--- config.mk ---
export PLATFORM = sky130hd
export DESIGN_NAME = ps2_mouse_tracker
export DESIGN_NICKNAME = d
export VERILOG_FILES = /design/src/rtl/ps2_mouse_tracker.sv
export SDC_FILE = /design/constraint.sdc
export NUM_CORES = 1
export LEC_CHECK = 0
export ABC_CLOCK_PERIOD_IN_PS = 3200
export CORE_ASPECT_RATIO = 1.2
export CORE_MARGIN = 10
export CORE_UTILIZATION = 40
export CTS_BUF_LIST = sky130_fd_sc_hd__clkbuf_4 sky130_fd_sc_hd__clkbuf_8 sky130_fd_sc_hd__clkbuf_16
export DETAILED_ROUTE_END_ITERATION = 8
export SETUP_SLACK_MARGIN = 0.3
export SLEW_MARGIN = 20
export SYNTH_ARGS = -nofsm -noshare
export SYNTH_HDL_FRONTEND = slang
export SYNTH_SLANG_ARGS = --single-unit
--- constraint.sdc ---
create_clock -name clk -period 3.2 [get_ports clk]
set_clock_uncertainty 0.1 [all_clocks]
set_input_delay 0.64 -clock clk [delete_from_list [all_inputs] [get_ports clk]]
set_output_delay 0.64 -clock clk [all_outputs]
set_load 0.1 [all_outputs]
--- src/rtl/ps2_mouse_tracker.sv ---
// PS/2 mouse receiver: frames bytes, assembles 3/4-byte packets, tracks clamped cursor, buttons and wheel.
// Latency: outputs and packet_valid register 1 clk after the final byte's stop-bit falling edge is seen.
// No backpressure: the PS/2 device sets the pace and every completed packet is applied at once.
module ps2_mouse_tracker #(
    parameter int MAX_X          = 639,
    parameter int MAX_Y          = 479,
    parameter int COORD_W        = 10,
    parameter int PACKET_BYTES   = 3,
    parameter int SPEED_SHIFT    = 0,
    parameter int TIMEOUT_CYCLES = 100000
) (
    input  logic               clk,
    input  logic               rst,
    input  logic               ps2_clk,
    input  logic               ps2_data,
    output logic [COORD_W-1:0] mouseX,
    output logic [COORD_W-1:0] mouseY,
    output logic               mouseLeftButton,
    output logic               mouseRightButton,
    output logic               mouseMiddleButton,
    output logic [7:0]         wheel,
    output logic               packet_valid,
    output logic               frame_error
);
    localparam int         MAG_W    = COORD_W + 3;
    localparam int         TO_W     = $clog2(TIMEOUT_CYCLES + 1);
    localparam logic [1:0] LAST_IDX = 2'(PACKET_BYTES - 1);

    typedef enum logic [1:0] {S_IDLE, S_DATA, S_PARITY, S_STOP} state_t;

    logic clk_s1_q, clk_s2_q, clk_s3_q, dat_s1_q, dat_s2_q;
    logic fall;

    state_t             state_q, state_d;
    logic [2:0]         bit_cnt_q, bit_cnt_d;
    logic [7:0]         shift_q, shift_d;
    logic               par_q, par_d;
    logic [1:0]         idx_q, idx_d;
    // Header byte without its always-one sync bit: {yovf, xovf, ysign, xsign, mid, right, left}
    logic [6:0]         hdr_q, hdr_d;
    logic [7:0]         b1_q, b1_d, b2_q, b2_d;
    logic [TO_W-1:0]    to_cnt_q, to_cnt_d;
    logic [COORD_W-1:0] x_q, x_d, y_q, y_d;
    logic [2:0]         btn_q, btn_d;
    logic [7:0]         wheel_q, wheel_d;
    logic               pv_q, pv_d, fe_q, fe_d;

    logic [7:0]         pkt_b2;
    logic [8:0]         dx_raw, dy_raw, dx_mag9, dy_mag9;
    logic [MAG_W-1:0]   dx_mag, dy_mag, x_ext, y_ext, x_sum, y_sum;
    logic [COORD_W-1:0] x_new, y_new;
    logic [8:0]         w_sum;
    logic [7:0]         w_new;

    // Two-flop synchronisers plus one history flop on ps2_clk for falling-edge detection.
    always_ff @(posedge clk) begin
        if (rst) begin
            clk_s1_q <= 1'b1;
            clk_s2_q <= 1'b1;
            clk_s3_q <= 1'b1;
            dat_s1_q <= 1'b1;
            dat_s2_q <= 1'b1;
        end else begin
            clk_s1_q <= ps2_clk;
            clk_s2_q <= clk_s1_q;
            clk_s3_q <= clk_s2_q;
            dat_s1_q <= ps2_data;
            dat_s2_q <= dat_s1_q;
        end
    end

    assign fall = clk_s3_q & ~clk_s2_q;

    // In a 3-byte packet the Y byte is the one completing right now; in a 4-byte packet it was stored.
    assign pkt_b2 = (PACKET_BYTES == 4) ? b2_q : shift_q;

    // Apply the packet deltas to the current cursor/wheel with saturation; magnitudes are widened so nothing wraps.
    always_comb begin
        dx_raw  = {hdr_q[3], b1_q};
        dy_raw  = {hdr_q[4], pkt_b2};
        dx_mag9 = hdr_q[5] ? 9'd0 : (dx_raw[8] ? (~dx_raw + 9'd1) : dx_raw);
        dy_mag9 = hdr_q[6] ? 9'd0 : (dy_raw[8] ? (~dy_raw + 9'd1) : dy_raw);
        dx_mag  = MAG_W'(dx_mag9) << SPEED_SHIFT;
        dy_mag  = MAG_W'(dy_mag9) << SPEED_SHIFT;
        x_ext   = MAG_W'(x_q);
        y_ext   = MAG_W'(y_q);
        x_sum   = x_ext + dx_mag;
        y_sum   = y_ext + dy_mag;
        x_new   = x_q;
        y_new   = y_q;
        // Negative dx moves left
        if (dx_raw[8]) begin
            x_new = (dx_mag >= x_ext) ? '0 : COORD_W'(x_ext - dx_mag);
        end else begin
            x_new = (x_sum > MAG_W'(MAX_X)) ? COORD_W'(MAX_X) : COORD_W'(x_sum);
        end
        // Mouse +Y is up but screen +Y is down, so positive dy subtracts
        if (!dy_raw[8]) begin
            y_new = (dy_mag >= y_ext) ? '0 : COORD_W'(y_ext - dy_mag);
        end else begin
            y_new = (y_sum > MAG_W'(MAX_Y)) ? COORD_W'(MAX_Y) : COORD_W'(y_sum);
        end
        w_sum = {wheel_q[7], wheel_q} + {{5{shift_q[3]}}, shift_q[3:0]};
        w_new = wheel_q;
        if (PACKET_BYTES == 4) begin
            if (w_sum[8:7] == 2'b01)      w_new = 8'h7F;
            else if (w_sum[8:7] == 2'b10) w_new = 8'h80;
            else                          w_new = w_sum[7:0];
        end
    end

    // Frame FSM, packet assembly, timeout and output update decisions.
    always_comb begin
        state_d   = state_q;
        bit_cnt_d = bit_cnt_q;
        shift_d   = shift_q;
        par_d     = par_q;
        idx_d     = idx_q;
        hdr_d     = hdr_q;
        b1_d      = b1_q;
        b2_d      = b2_q;
        to_cnt_d  = to_cnt_q;
        x_d       = x_q;
        y_d       = y_q;
        btn_d     = btn_q;
        wheel_d   = wheel_q;
        pv_d      = 1'b0;
        fe_d      = 1'b0;
        if (fall) begin
            to_cnt_d = '0;
            unique case (state_q)
                S_IDLE: begin
                    if (!dat_s2_q) begin
                        state_d   = S_DATA;
                        bit_cnt_d = 3'd0;
                    end
                end
                S_DATA: begin
                    shift_d   = {dat_s2_q, shift_q[7:1]};
                    bit_cnt_d = bit_cnt_q + 3'd1;
                    if (bit_cnt_q == 3'd7) state_d = S_PARITY;
                end
                S_PARITY: begin
                    par_d   = dat_s2_q;
                    state_d = S_STOP;
                end
                S_STOP: begin
                    state_d = S_IDLE;
                    if (!dat_s2_q || !(^{shift_q, par_q})) begin
                        fe_d  = 1'b1;
                        idx_d = 2'd0;
                    end else if (idx_q == 2'd0 && !shift_q[3]) begin
                        // Header without its sync bit: drop and keep hunting for a header
                        fe_d = 1'b1;
                    end else if (idx_q == LAST_IDX) begin
                        x_d     = x_new;
                        y_d     = y_new;
                        btn_d   = hdr_q[2:0];
                        wheel_d = w_new;
                        pv_d    = 1'b1;
                        idx_d   = 2'd0;
                    end else begin
                        if (idx_q == 2'd0) hdr_d = {shift_q[7:4], shift_q[2:0]};
                        if (idx_q == 2'd1) b1_d = shift_q;
                        if (idx_q == 2'd2) b2_d = shift_q;
                        idx_d = idx_q + 2'd1;
                    end
                end
                default: state_d = S_IDLE;
            endcase
        end else if (state_q != S_IDLE || idx_q != 2'd0) begin
            if (to_cnt_q == TO_W'(TIMEOUT_CYCLES - 1)) begin
                to_cnt_d = '0;
                state_d  = S_IDLE;
                idx_d    = 2'd0;
                fe_d     = (state_q != S_IDLE);
            end else begin
                to_cnt_d = to_cnt_q + 1'b1;
            end
        end else begin
            to_cnt_d = '0;
        end
    end

    // State and output registers.
    always_ff @(posedge clk) begin
        if (rst) begin
            state_q   <= S_IDLE;
            bit_cnt_q <= 3'd0;
            shift_q   <= 8'd0;
            par_q     <= 1'b0;
            idx_q     <= 2'd0;
            hdr_q     <= 7'd0;
            b1_q      <= 8'd0;
            b2_q      <= 8'd0;
            to_cnt_q  <= '0;
            x_q       <= COORD_W'(MAX_X / 2);
            y_q       <= COORD_W'(MAX_Y / 2);
            btn_q     <= 3'd0;
            wheel_q   <= 8'd0;
            pv_q      <= 1'b0;
            fe_q      <= 1'b0;
        end else begin
            state_q   <= state_d;
            bit_cnt_q <= bit_cnt_d;
            shift_q   <= shift_d;
            par_q     <= par_d;
            idx_q     <= idx_d;
            hdr_q     <= hdr_d;
            b1_q      <= b1_d;
            b2_q      <= b2_d;
            to_cnt_q  <= to_cnt_d;
            x_q       <= x_d;
            y_q       <= y_d;
            btn_q     <= btn_d;
            wheel_q   <= wheel_d;
            pv_q      <= pv_d;
            fe_q      <= fe_d;
        end
    end

    assign mouseX            = x_q;
    assign mouseY            = y_q;
    assign mouseLeftButton   = btn_q[0];
    assign mouseRightButton  = btn_q[1];
    assign mouseMiddleButton = btn_q[2];
    assign wheel             = wheel_q;
    assign packet_valid      = pv_q;
    assign frame_error       = fe_q;
endmodule

==> metrics.md, run 1 <==
| Metric | Value |
|---|---|
| Post-Route WL | `around 16,000 um` |
| Routed vias/inst | `5.44` |
| CTS tree | `yes` |
| Max Cap Violations | `0` |
| Worst-path clk slew | `0.07 ns` |
| Worst-case vdd ir drop | `0.000293 V` |
| Crit Path Class | `reg -> reg` |
| Core area | `0.0143 mm^2` |
| Leakage power | `3.17 nW` |
| Outcome | `finished with violations` |
| First-pass GRT wire length | `26,600 um` |
| Die Y | `152 um` |
| Part of the Yosys area used for sequential elements | `26.9%` |
| Design Area, Final | `0.00777 mm^2` |
| CTS buffer count | `9` |
| Power density over the cells | `277 mW/mm^2` |
| Number of enable flip-flop cells after synthesis | `0` |
| Post-Place Setup Slack | `-0.0721 ns` |
| Slew Viols, Final | `0` |
| Worst Path Required | `~3.4 ns` |
| Hold Path Class | `reg -> reg` |
| Site Rows | `between 40 and 50` |
| Worst-path maximum fanout | `6` |
| I/O Pins | `37` |
| Top_reg_cell synth | `dfxtp_1` |
| Failing checks | `negative setup slack` |
| Period utilization | `104%` |
| Hold slack final | `0.313 ns` |
| Endpoints failing setup | `9` |
| Fmax | `0.300 GHz` |
| Die footprint | `0.0198 mm^2` |
| R2r setup slk | `-0.13 ns` |
| Final net count | `899` |
| Unique cell type count in the Yosys netlist | `71` |
| ANT cells | `0` |
| Crit-path slowest cell | `or4b_1` |
| Fin. Hold Viols | `0` |
| Routed WL per cell | `16.1 um` |
| Hold Startpoint | `clk_s1_q` |
| Post-synthesis cell area | `0.00581 mm^2` |
| Worst path max stage delay | `0.45 ns` |
| Synth async-reset ratio | `0%` |
| Hold Path Sink | `clk_s2_q` |
| Gpl congestion | `0.838` |
| NetSw | `545 uW` |
| Maximum root-to-sink buffer count | `2` |
| Most frequent standard cell in the layout excluding fill and tap cells | `buf_4` |
| Slew @ Worst Pin | `0.598 ns` |
| Worst r2r path cells | `16` |
| Switching Fraction | `between 20% and 30%` |
| Hold depth | `1` |
| Largest net degree at the start of global routing | `40` |
| Gate Count Post-Synth | `748` |
| Most frequent cells in the layout | `buf_4 (109), nor2_1 (73), nand2_1 (66)` |
| Total gr overflow | `0` |
| Syn avg cell area | `7.76 um^2` |
| TritonRoute pass-1 iters | `5` |
| Gr usage total | `16.4%` |
| Pint | `1.61 mW` |
| Residual DRC count | `0` |
| CP Capture Type | `flip-flop` |
| RR Startpoint | `b1_q[1]` |
| ANT nets after route | `0` |
| Slew Limit Headroom | `60.0%` |
| Root Buffer | `clkbuf_16` |
| Initial Utilization | `40.6%` |
| DR iter-0 viols | `285` |
| CTS sink count | `78` |
| Startpoint Class | `flip-flop` |
| RR Endpoint | `mouseX[0]` |
| Layout cells sized above 1 | `31.7%` |
| Synth warn | `0` |
| Layout overhead on the synthesized area | `33.9%` |
| Initial antenna violation count | `0` |
| Vias in the first global route | `5,628` |
| Crit path time final | `3.33 ns` |
| CP Data Arrival Time | `3.52 ns` |
| RSZ-0062 raised after global routing | `true` |
| Clock share of power | `50.2%` |
| IO buf count | `28` |
| Synthesized flop and latch total | `78` |
| Dpl hpwl | `11,600 um` |
| Clk Latency, worst-skew pair | `0.35 ns` |
| CP cell instances | `inv_4 > ha_4 > nand2_2 > or3_4 > nand2_2 > xor2_1 > or2_4 > ha_4 > nor2_4 > a211oi_4 > a21oi_2 > xnor2_1 > buf_4 > o311a_1 > or4b_1 > nand3_1` |
| Comb power frac | `4.4%` |
| Via Count | `approximately 5.6k` |
| Total number of H-tree levels | `3` |
| Sequential share of power | `45.3%` |
| Placed Area | `0.00679 mm^2` |
| Die X | `130 um` |
| Setup ws final | `-0.130 ns` |
synth_stat cells (all sizes together) (5+ instances only):
cell | n | area, um^2
a211oi | 8 | 65.1
a21o | 8 | 60.1
a21oi | 53 | 265
a31oi | 7 | 43.8
and3 | 5 | 31.3
buf | 22 | 135
clkbuf | 22 | 82.6
dfxtp | 78 | 1560
ha | 48 | 601
inv | 53 | 199
mux2i | 17 | 170
nand2 | 71 | 269
nand2b | 15 | 93.8
nand3 | 25 | 125
nand4 | 14 | 87.6
nor2 | 81 | 304
nor2b | 10 | 62.6
nor3 | 18 | 90.1
o21ai | 28 | 140
o21bai | 5 | 37.5
o31ai | 5 | 37.5
or2 | 22 | 138
or3 | 6 | 37.5
xnor2 | 33 | 289
xor2 | 22 | 193
worst max-delay path by stage:
stage | start | end | slack [ns]
floorplan | b1_q[1] | mouseX[1] | 0.07
global placement | b1_q[1] | mouseX[2] | -0.03
detailed placement | b1_q[1] | mouseX[2] | -0.07
CTS | b1_q[1] | mouseX[1] | -0.07
global route | b1_q[0] | mouseX[3] | -0.28
finish | b1_q[1] | mouseX[0] | -0.13
through the flow:
stage,std cells,TNS (ns),power (mW),utilization [%]
3_3_place_gp,985,-0.0895,1.08,47.5
2_1_floorplan,755,0,1.08,-
6_report,1023,-0.700,2.15,54.4
3_5_place_dp,985,-0.378,1.08,47.5
4_1_cts,1017,-0.315,2.18,52.4
5_1_grt,1023,-2.84,2.22,54.4
critical path: cells and delay by family, from the launching register on:
kind | cells | cell delay, ns
buf+inv | 2 | 0.22
simple gates | 7 | 1.32
fa+ha+maj | 2 | 0.45
flops | 1 | 0.36
compound gates | 3 | 0.58
xor+xnor | 2 | 0.24
layout make-up:
cell class / instances / area, um^2
Fill cell: 1314 / 6520
Multi-Input combinational cell: 579 / 4500
Sequential cell: 78 / 1590
Timing Repair Buffer: 121 / 938
Clock buffer: 9 / 225
Inverter: 54 / 219
Tap cell: 175 / 219
Clock inverter: 7 / 80.1
power groups by stage:
| stage | combinational [mW] | clock, mW | sequential, mW |
|---|---|---|---|
| after floorplan | 0.0700 | 0 | 1.01 |
| after global placement | 0.0848 | 0 | 0.999 |
| after detailed placement | 0.0850 | 0 | 0.999 |
| after CTS | 0.0925 | 1.11 | 0.976 |
| after global routing | 0.100 | 1.14 | 0.975 |
| final | 0.0956 | 1.08 | 0.975 |
registers in the layout, indices dropped and copies added, names as in the netlist, 2 cells and up:
signal / cells
to_cnt_q: 17
mouseX: 10
mouseY: 10
b1_q: 8
pkt_b2: 8
hdr_q: 7
bit_cnt_q: 3
btn_q: 3
idx_q: 2
state_q: 2
kinds of logic after synthesis:
family | after synthesis | synth area share (%)
other | 1 | 0.0646
xor gates and xnor gates | 56 | 8.70
DFF | 78 | 26.9
buffers and inverters | 98 | 7.24
and+or+nand+nor | 286 | 24.2
AOI/OAI and AO/OA | 158 | 17.9
adders and majority gates | 52 | 11.7
muxes | 19 | 3.32
repair_timing:
item                       in CTS  in global routing
setup endpoints to repair      20                 20
hold endpoints to repair        0                  0
hold buffers                    0                  0
gates resized for setup        56                 52
buffers inserted               16                  6
pin swaps                      38                 35
layer usage:
| layer | vias to the layer above | global-route usage [%] | part of all wire (%) |
|---|---|---|---|
| li1 | 2756 | - | - |
| met1 | 2649 | 18.9 | 42 |
| met2 | 119 | 28.7 | 51 |
| met3 | 43 | 2.85 | 3.8 |
| met4 | 0 | 6.76 | 3.0 |
| met5 | - | 0 | 0 |
(Power assumes the default switching activity.)
==> run 2: changes to the inputs <==
Settings changed: CELL_PAD_IN_SITES_DETAIL_PLACEMENT from default to 1, CELL_PAD_IN_SITES_GLOBAL_PLACEMENT from default to 2, CORE_UTILIZATION 40 to 32, PLACE_DENSITY_LB_ADDON from default to 0.1, SKIP_LAST_GASP from default to 1.
==> run 2 against run 1 <==
Compared with the run above: the run still ends with negative setup slack left; largest cell class unchanged; worst setup slack got worse by 0.052 ns; critical path type unchanged; flip-flop and latch count is the same; register-to-register slack worse by 0.05 ns; final cell count up 7.2%; global-route usage fell by 0.23 points; die area up 21%.
==> metrics.md, run 2 (synthesized netlist as in run 1, its figures left out) <==
| Metric | Value |
|---|---|
| Failing checks | `negative setup slack (unchanged)` |
| Initial Utilization | `32.8% (was 40.6%)` |
| Period utilization | `106% (was 104%)` |
| Hold Path Class | `reg -> reg (unchanged)` |
| Initial antenna violation count | `0 (unchanged)` |
| Routed WL per cell | `17.5 um (was 16.1 um)` |
| Slew @ Worst Pin | `0.613 ns (was 0.598 ns)` |
| Max Cap Violations | `0 (unchanged)` |
| IO buf count | `28 (unchanged)` |
| Layout overhead on the synthesized area | `37.8% (was 33.9%)` |
| Clk Latency, worst-skew pair | `0.34 ns (was 0.35 ns)` |
| GRT busiest layer | `met2 (unchanged)` |
| Gr usage total | `16.1% (was 16.4%)` |
| Crit-path slowest cell | `or4b_1 (unchanged)` |
| Crit path time final | `3.38 ns (was 3.33 ns)` |
| Worst-path clk slew | `0.07 ns (about the same)` |
| Met3 GRT Util | `1.84% (was 2.85%)` |
| Outcome | `finished with violations (unchanged)` |
| RSZ-0062 raised after global routing | `true (unchanged)` |
| Worst-path maximum fanout | `6 (unchanged)` |
| Hold slack final | `0.311 ns (was 0.313 ns)` |
| Crit Path Class | `reg -> reg (unchanged)` |
| Slew Viols, Final | `0 (unchanged)` |
| M1 GR Usage | `19.2% (was 18.9%)` |
| Total gr overflow | `0 (unchanged)` |
| Routing usage on met2 | `29.4% (was 28.7%)` |
| Largest net degree at the start of global routing | `43 (was 40)` |
| Die Y | `168 um (was 152 um)` |
| Via Count | `5,633 (was 5,567)` |
| Core area | `0.0177 mm^2 (was 0.0143 mm^2)` |
| Total number of H-tree levels | `3 (unchanged)` |
| Endpoints failing setup | `16 (was 9)` |
| CTS tree | `yes (unchanged)` |
| Slew Limit Headroom | `59.0% (was 60.0%)` |
| Maximum root-to-sink buffer count | `2 (unchanged)` |
| Hold buffers post-CTS | `0 (unchanged)` |
| Layout cells sized above 1 | `33.6% (was 31.7%)` |
| Root Buffer | `clkbuf_16 (unchanged)` |
| Fillers | `2,076 (was 1,314)` |
| DR iter-0 viols | `157 (was 285)` |
| Die X | `143 um (was 130 um)` |
| Worst Path Required | `3.38 ns (was 3.39 ns)` |
| CTS buffer count | `9 (unchanged)` |
| Leakage power | `3.29 nW (was 3.17 nW)` |
| CP cell instances | `inv_2 > ha_4 > nand2_2 > or3_4 > nand2_2 > xor2_1 > or2_4 > ha_4 > nor2b_4 > nor4_4 > a211oi_2 > o2111ai_1 > o311a_4 > or4b_1 > nand3_1 (was inv_4 > ha_4 > nand2_2 > or3_4 > nand2_2 > xor2_1 > or2_4 > ha_4 > nor2_4 > a211oi_4 > a21oi_2 > xnor2_1 > buf_4 > o311a_1 > or4b_1 > nand3_1)` |
| I/O Pins | `37 (unchanged)` |
| Worst path max stage delay | `0.44 ns (was 0.45 ns)` |
| ANT cells | `0 (unchanged)` |
| Multi-input gate area | `0.00446 mm^2 (was 0.00450 mm^2)` |
| Largest Register | `to_cnt_q (unchanged)` |
| Max FFs per register | `17 (unchanged)` |
| Sequential cell area | `0.00158 mm^2 (was 0.00159 mm^2)` |
| ANT nets after route | `0 (unchanged)` |
| Post-Route WL | `19,200 um (was 16,500 um)` |
| Die footprint | `0.0240 mm^2 (was 0.0198 mm^2)` |
| Most frequent cells in the layout | `buf_4 (133), nor2_1 (74), nand2_1 (66), dfxtp_1 (66), inv_1 (47) (was buf_4 (109), nor2_1 (73), nand2_1 (66))` |
| TritonRoute pass-1 iters | `4 (was 5)` |
| Routed vias/inst | `5.13 (was 5.44)` |
| CP Capture Type | `flip-flop (unchanged)` |
| Final net count | `928 (was 899)` |
| Most frequent standard cell in the layout excluding fill and tap cells | `buf_4 (unchanged)` |
| Worst-case vdd ir drop | `0.000197 V (was 0.000293 V)` |
| Post-Place Setup Slack | `-0.250 ns (was -0.0721 ns)` |
| Startpoint Class | `flip-flop (unchanged)` |
| CP Data Arrival Time | `3.56 ns (was 3.52 ns)` |
| Gpl congestion | `0.858 (was 0.838)` |
| Setup ws final | `-0.181 ns (was -0.130 ns)` |
| Residual DRC count | `0 (unchanged)` |
| Power density over the cells | `270 mW/mm^2 (was 277 mW/mm^2)` |
| Vias in the first global route | `6,107 (was 5,628)` |
| Fin. Hold Viols | `0 (unchanged)` |
| First-pass GRT wire length | `31,600 um (was 26,600 um)` |
| Dpl hpwl | `14,500 um (was 11,600 um)` |
| Fmax | `0.296 GHz (was 0.300 GHz)` |
| CTS sink count | `78 (unchanged)` |
| Site Rows | `53 (was 48)` |
-- run 2: worst paths after layout --
check / startpoint / endpoint / slack (ns) / depth (start not counted)
worst max-delay path: b1_q[0] / mouseX[1] / -0.18 / 15
worst min-delay path: dat_s1_q / dat_s2_q / 0.31 / 1
worst max register to register: b1_q[0] / mouseX[1] / -0.18 / 15
worst min register to register: dat_s1_q / dat_s2_q / 0.31 / 1
-- run 2: through the flow --
stage          util (%)  std cells  instance area, um^2  power, mW  TNS (ns)
2_1_floorplan         -        755                 6100       1.08         0
3_3_place_gp       39.8       1058                 7050       1.09     -1.39
3_5_place_dp       39.8       1058                 7050       1.09     -2.36
4_1_cts            44.3       1091                 7840       2.19    -0.984
5_1_grt            45.2       1097                 8000       2.24     -4.38
6_report           45.2       1097                 8000       2.16     -1.43
-- run 2: report_power, final --
group | switching, mW | internal (mW) | total, mW
Sequential | 0.00486 | 0.973 | 0.978
Combinational | 0.0785 | 0.0248 | 0.103
Clock | 0.463 | 0.620 | 1.08
-- run 2: routing by layer --
metal / vias up / wire (um)
met5: - / 0
met4: 0 / 230
met3: 15 / 368
met2: 45 / 10200
met1: 2759 / 8420
li1: 2814 / -
-- run 2: worst max-delay path: cells and delay by family, from the launching register on --
family / cells / cell delay [ns]
and+or+nand+nor: 8 / 1.61
AOI/OAI and AO/OA: 3 / 0.68
xor gates and xnor gates: 1 / 0.06
buffers and inverters: 1 / 0.07
adders and majority gates: 2 / 0.46
DFF: 1 / 0.34
-- run 2: final cells by class --
class	count	share of cell area, %
clock buffers	10	2.91
clock inverters	6	0.860
multi-input cells	579	55.7
well taps	220	3.44
repair buffers	150	14.8
inverters	54	2.60
flip-flops and latches	78	19.7
-- run 2: what timing repair did --
item                                    4_1_cts  5_1_grt
gates cloned                                  0        0
pin swaps                                    52       19
gates resized for setup                      71       24
setup buffers                                17        6
endpoints found under the setup margin       20       20
endpoints found under the hold margin         0        0
==> run 3: changes to the inputs <==
Settings changed: ABC_CLOCK_PERIOD_IN_PS 3200 to 2850, CORE_MARGIN 10 to 1.
Clock period 3.2 ns to 2.85 ns, I/O delays scaled along.
==> run 3 against run 2 <==
Compared with the run above: the run ends with design-rule violations, negative setup slack left; clock-buffer cell count is the same; critical path type unchanged; register-to-register slack worse by 0.38 ns; largest power group unchanged; flip-flop and latch count unchanged.
==> metrics.md, run 3 (synthesized netlist as in run 1, its figures left out) <==
| Metric | Value |
|---|---|
| Fillers | `2,068 (was 2,076)` |
| Failing checks | `design-rule violations, negative setup slack (was negative setup slack)` |
| Worst r2r path cells | `16 (was 15)` |
| Maximum root-to-sink buffer count | `2 (unchanged)` |
| Setup ws final | `-0.557 ns (was -0.181 ns)` |
| Initial Utilization | `32.9% (was 32.8%)` |
| CP Capture Type | `flip-flop (unchanged)` |
| Crit-path slowest cell | `or4b_4 (was or4b_1)` |
| Hold depth | `1 (unchanged)` |
| Post-Place Setup Slack | `-0.639 ns (was -0.250 ns)` |
| IO buf count | `28 (unchanged)` |
| Outcome | `finished with violations (unchanged)` |
| Root Buffer | `clkbuf_16 (unchanged)` |
| Most frequent standard cell in the layout excluding fill and tap cells | `buf_4 (unchanged)` |
| Fmax | `0.294 GHz (was 0.296 GHz)` |
| Hold buffers post-CTS | `0 (unchanged)` |
| Layout overhead on the synthesized area | `47.6% (was 37.8%)` |
| First-pass GRT wire length | `32,300 um (was 31,600 um)` |
| Die footprint | `0.0187 mm^2 (was 0.0240 mm^2)` |
| Post-Route WL | `19,900 um (was 19,200 um)` |
| Period utilization | `120% (was 106%)` |
| Crit path time final | `3.41 ns (was 3.38 ns)` |
| CP cell instances | `inv_2 > ha_4 > nand2_2 > or3_4 > nand2_2 > xor2_1 > or2_4 > ha_4 > nor2b_4 > nor4_4 > buf_4 > a2111oi_4 > or3_4 > o311a_1 > or4b_4 > nand3_2 (was inv_2 > ha_4 > nand2_2 > or3_4 > nand2_2 > xor2_1 > or2_4 > ha_4 > nor2b_4 > nor4_4 > a211oi_2 > o2111ai_1 > o311a_4 > or4b_1 > nand3_1)` |
| Hold slack final | `0.312 ns (was 0.311 ns)` |
| Vias in the first global route | `6,351 (was 6,107)` |
| Residual DRC count | `10 (was 0)` |
| Initial antenna violation count | `0 (unchanged)` |
| Die X | `125 um (was 143 um)` |
| Clk Latency, worst-skew pair | `0.35 ns (was 0.34 ns)` |
| Max Cap Violations | `0 (unchanged)` |
| Routed WL per cell | `17.4 um (was 17.5 um)` |
| DR iter-0 viols | `204 (was 157)` |
| Core area | `0.0176 mm^2 (was 0.0177 mm^2)` |
| I/O Pins | `37 (unchanged)` |
| Largest Register | `to_cnt_q (unchanged)` |
| Total gr overflow | `0 (unchanged)` |
| Max FFs per register | `17 (unchanged)` |
| Hold Startpoint | `clk_s1_q (was dat_s1_q)` |
| Fin. Hold Viols | `0 (unchanged)` |
| Via Count | `5,874 (was 5,633)` |
| Endpoints failing setup | `20 (was 16)` |
| Crit Path Class | `reg -> reg (unchanged)` |
| Worst path max stage delay | `0.47 ns (was 0.44 ns)` |
| CTS tree | `yes (unchanged)` |
| Die Y | `150 um (was 168 um)` |
| Routed vias/inst | `5.14 (was 5.13)` |
| Largest net degree at the start of global routing | `43 (unchanged)` |
| TritonRoute pass-1 iters | `6 (was 4)` |
| Final net count | `974 (was 928)` |
| Power density over the cells | `294 mW/mm^2 (was 270 mW/mm^2)` |
| Leakage power | `3.61 nW (was 3.29 nW)` |
| CP Data Arrival Time | `3.61 ns (was 3.56 ns)` |
| Worst Path Required | `3.05 ns (was 3.38 ns)` |
| R2r setup slk | `-0.56 ns (was -0.18 ns)` |
| Fin cells | `1,143 (was 1,097)` |
| Startpoint Class | `flip-flop (unchanged)` |
| ANT nets after route | `0 (unchanged)` |
| Sequential cell area | `0.00159 mm^2 (was 0.00158 mm^2)` |
| CP Launch Point | `b1_q[1] (was b1_q[0])` |
| Gr usage total | `21.9% (was 16.1%)` |
| Slew Limit Headroom | `60.8% (was 59.0%)` |
| RSZ-0062 raised after global routing | `true (unchanged)` |
| Dpl hpwl | `15,200 um (was 14,500 um)` |
| CTS buffer count | `9 (unchanged)` |
| Dpl cells | `1,096 (was 1,058)` |
| RR Startpoint | `b1_q[1] (was b1_q[0])` |
| ANT cells | `0 (unchanged)` |
| CTS sink count | `78 (unchanged)` |
| Site Rows | `53 (unchanged)` |
| Hold Path Class | `reg -> reg (unchanged)` |
| Most frequent cells in the layout | `buf_4 (179), nor2_1 (71), nand2_1 (66) (was buf_4 (133), nor2_1 (74), nand2_1 (66), dfxtp_1 (66), inv_1 (47))` |
| Worst-case vdd ir drop | `0.000293 V (was 0.000197 V)` |
| Gpl congestion | `0.804 (was 0.858)` |
| Slew @ Worst Pin | `0.588 ns (was 0.613 ns)` |
| Slew Viols, Final | `0 (unchanged)` |
| Worst-path maximum fanout | `6 (unchanged)` |
| Worst-path clk slew | `0.07 ns (about the same)` |
| Layout cells sized above 1 | `39.7% (was 33.6%)` |
| Multi-input gate area | `0.00462 mm^2 (was 0.00446 mm^2)` |
| Total number of H-tree levels | `3 (unchanged)` |
-- run 3: per-stage QoR --
step	setup TNS, ns	total power, mW	util (%)	area, um^2
after global placement	-6.59	1.22	42.2	7450
final	-7.16	2.52	48.6	8570
after CTS	-6.60	2.56	46.9	8280
after global routing	-9.79	2.59	48.6	8570
after detailed placement	-8.77	1.22	42.2	7450
after floorplan	-2.56	1.21	-	6210
-- run 3: worst paths after layout --
| check | end |
|---|---|
| max | mouseX[0] |
| min | clk_s2_q |
| max reg2reg | mouseX[0] |
| min reg2reg | clk_s2_q |
-- run 3: critical path, delay by kind of cell, from the launching register on --
family                     cells  cell delay [ns]
AOI/OAI and AO/OA              2             0.49
xor gates and xnor gates       1             0.06
adders and majority gates      2             0.43
buffers and inverters          2             0.21
DFF                            1             0.36
and+or+nand+nor                9             1.69
-- run 3: routing by layer --
| metal | vias up | GRT usage [%] | part of all wire, % | wire (um) |
|---|---|---|---|---|
| met1 | 2886 | 23.5 | 41 | 8100 |
| met2 | 54 | 44.1 | 55 | 11000 |
| met3 | 28 | 2.15 | 1.7 | 334 |
| met5 | - | 0 | 0 | 0 |
| met4 | 0 | 7.56 | 2.1 | 407 |
| li1 | 2906 | - | - | - |
-- run 3: cell type report --
cell class                      instances  area share (%)
Clock inverter                          6           0.964
Timing Repair Buffer                  196            18.0
Tap cell                              220            3.21
Inverter                               54            2.48
Clock buffer                           10            2.92
Multi-Input combinational cell        579            53.9
Sequential cell                        78            18.5
-- run 3: timing repair --
item,4_1_cts,5_1_grt
pin swaps,45,27
setup buffers,19,12
endpoints found under the setup margin,20,21
resized for setup,75,45
-- run 3: power by group --
part	total (mW)	internal (mW)	switching (mW)
Clock	1.32	0.758	0.559
Combinational	0.108	0.0215	0.0861
Sequential	1.10	1.09	0.00580
Total	2.52	1.87	0.651
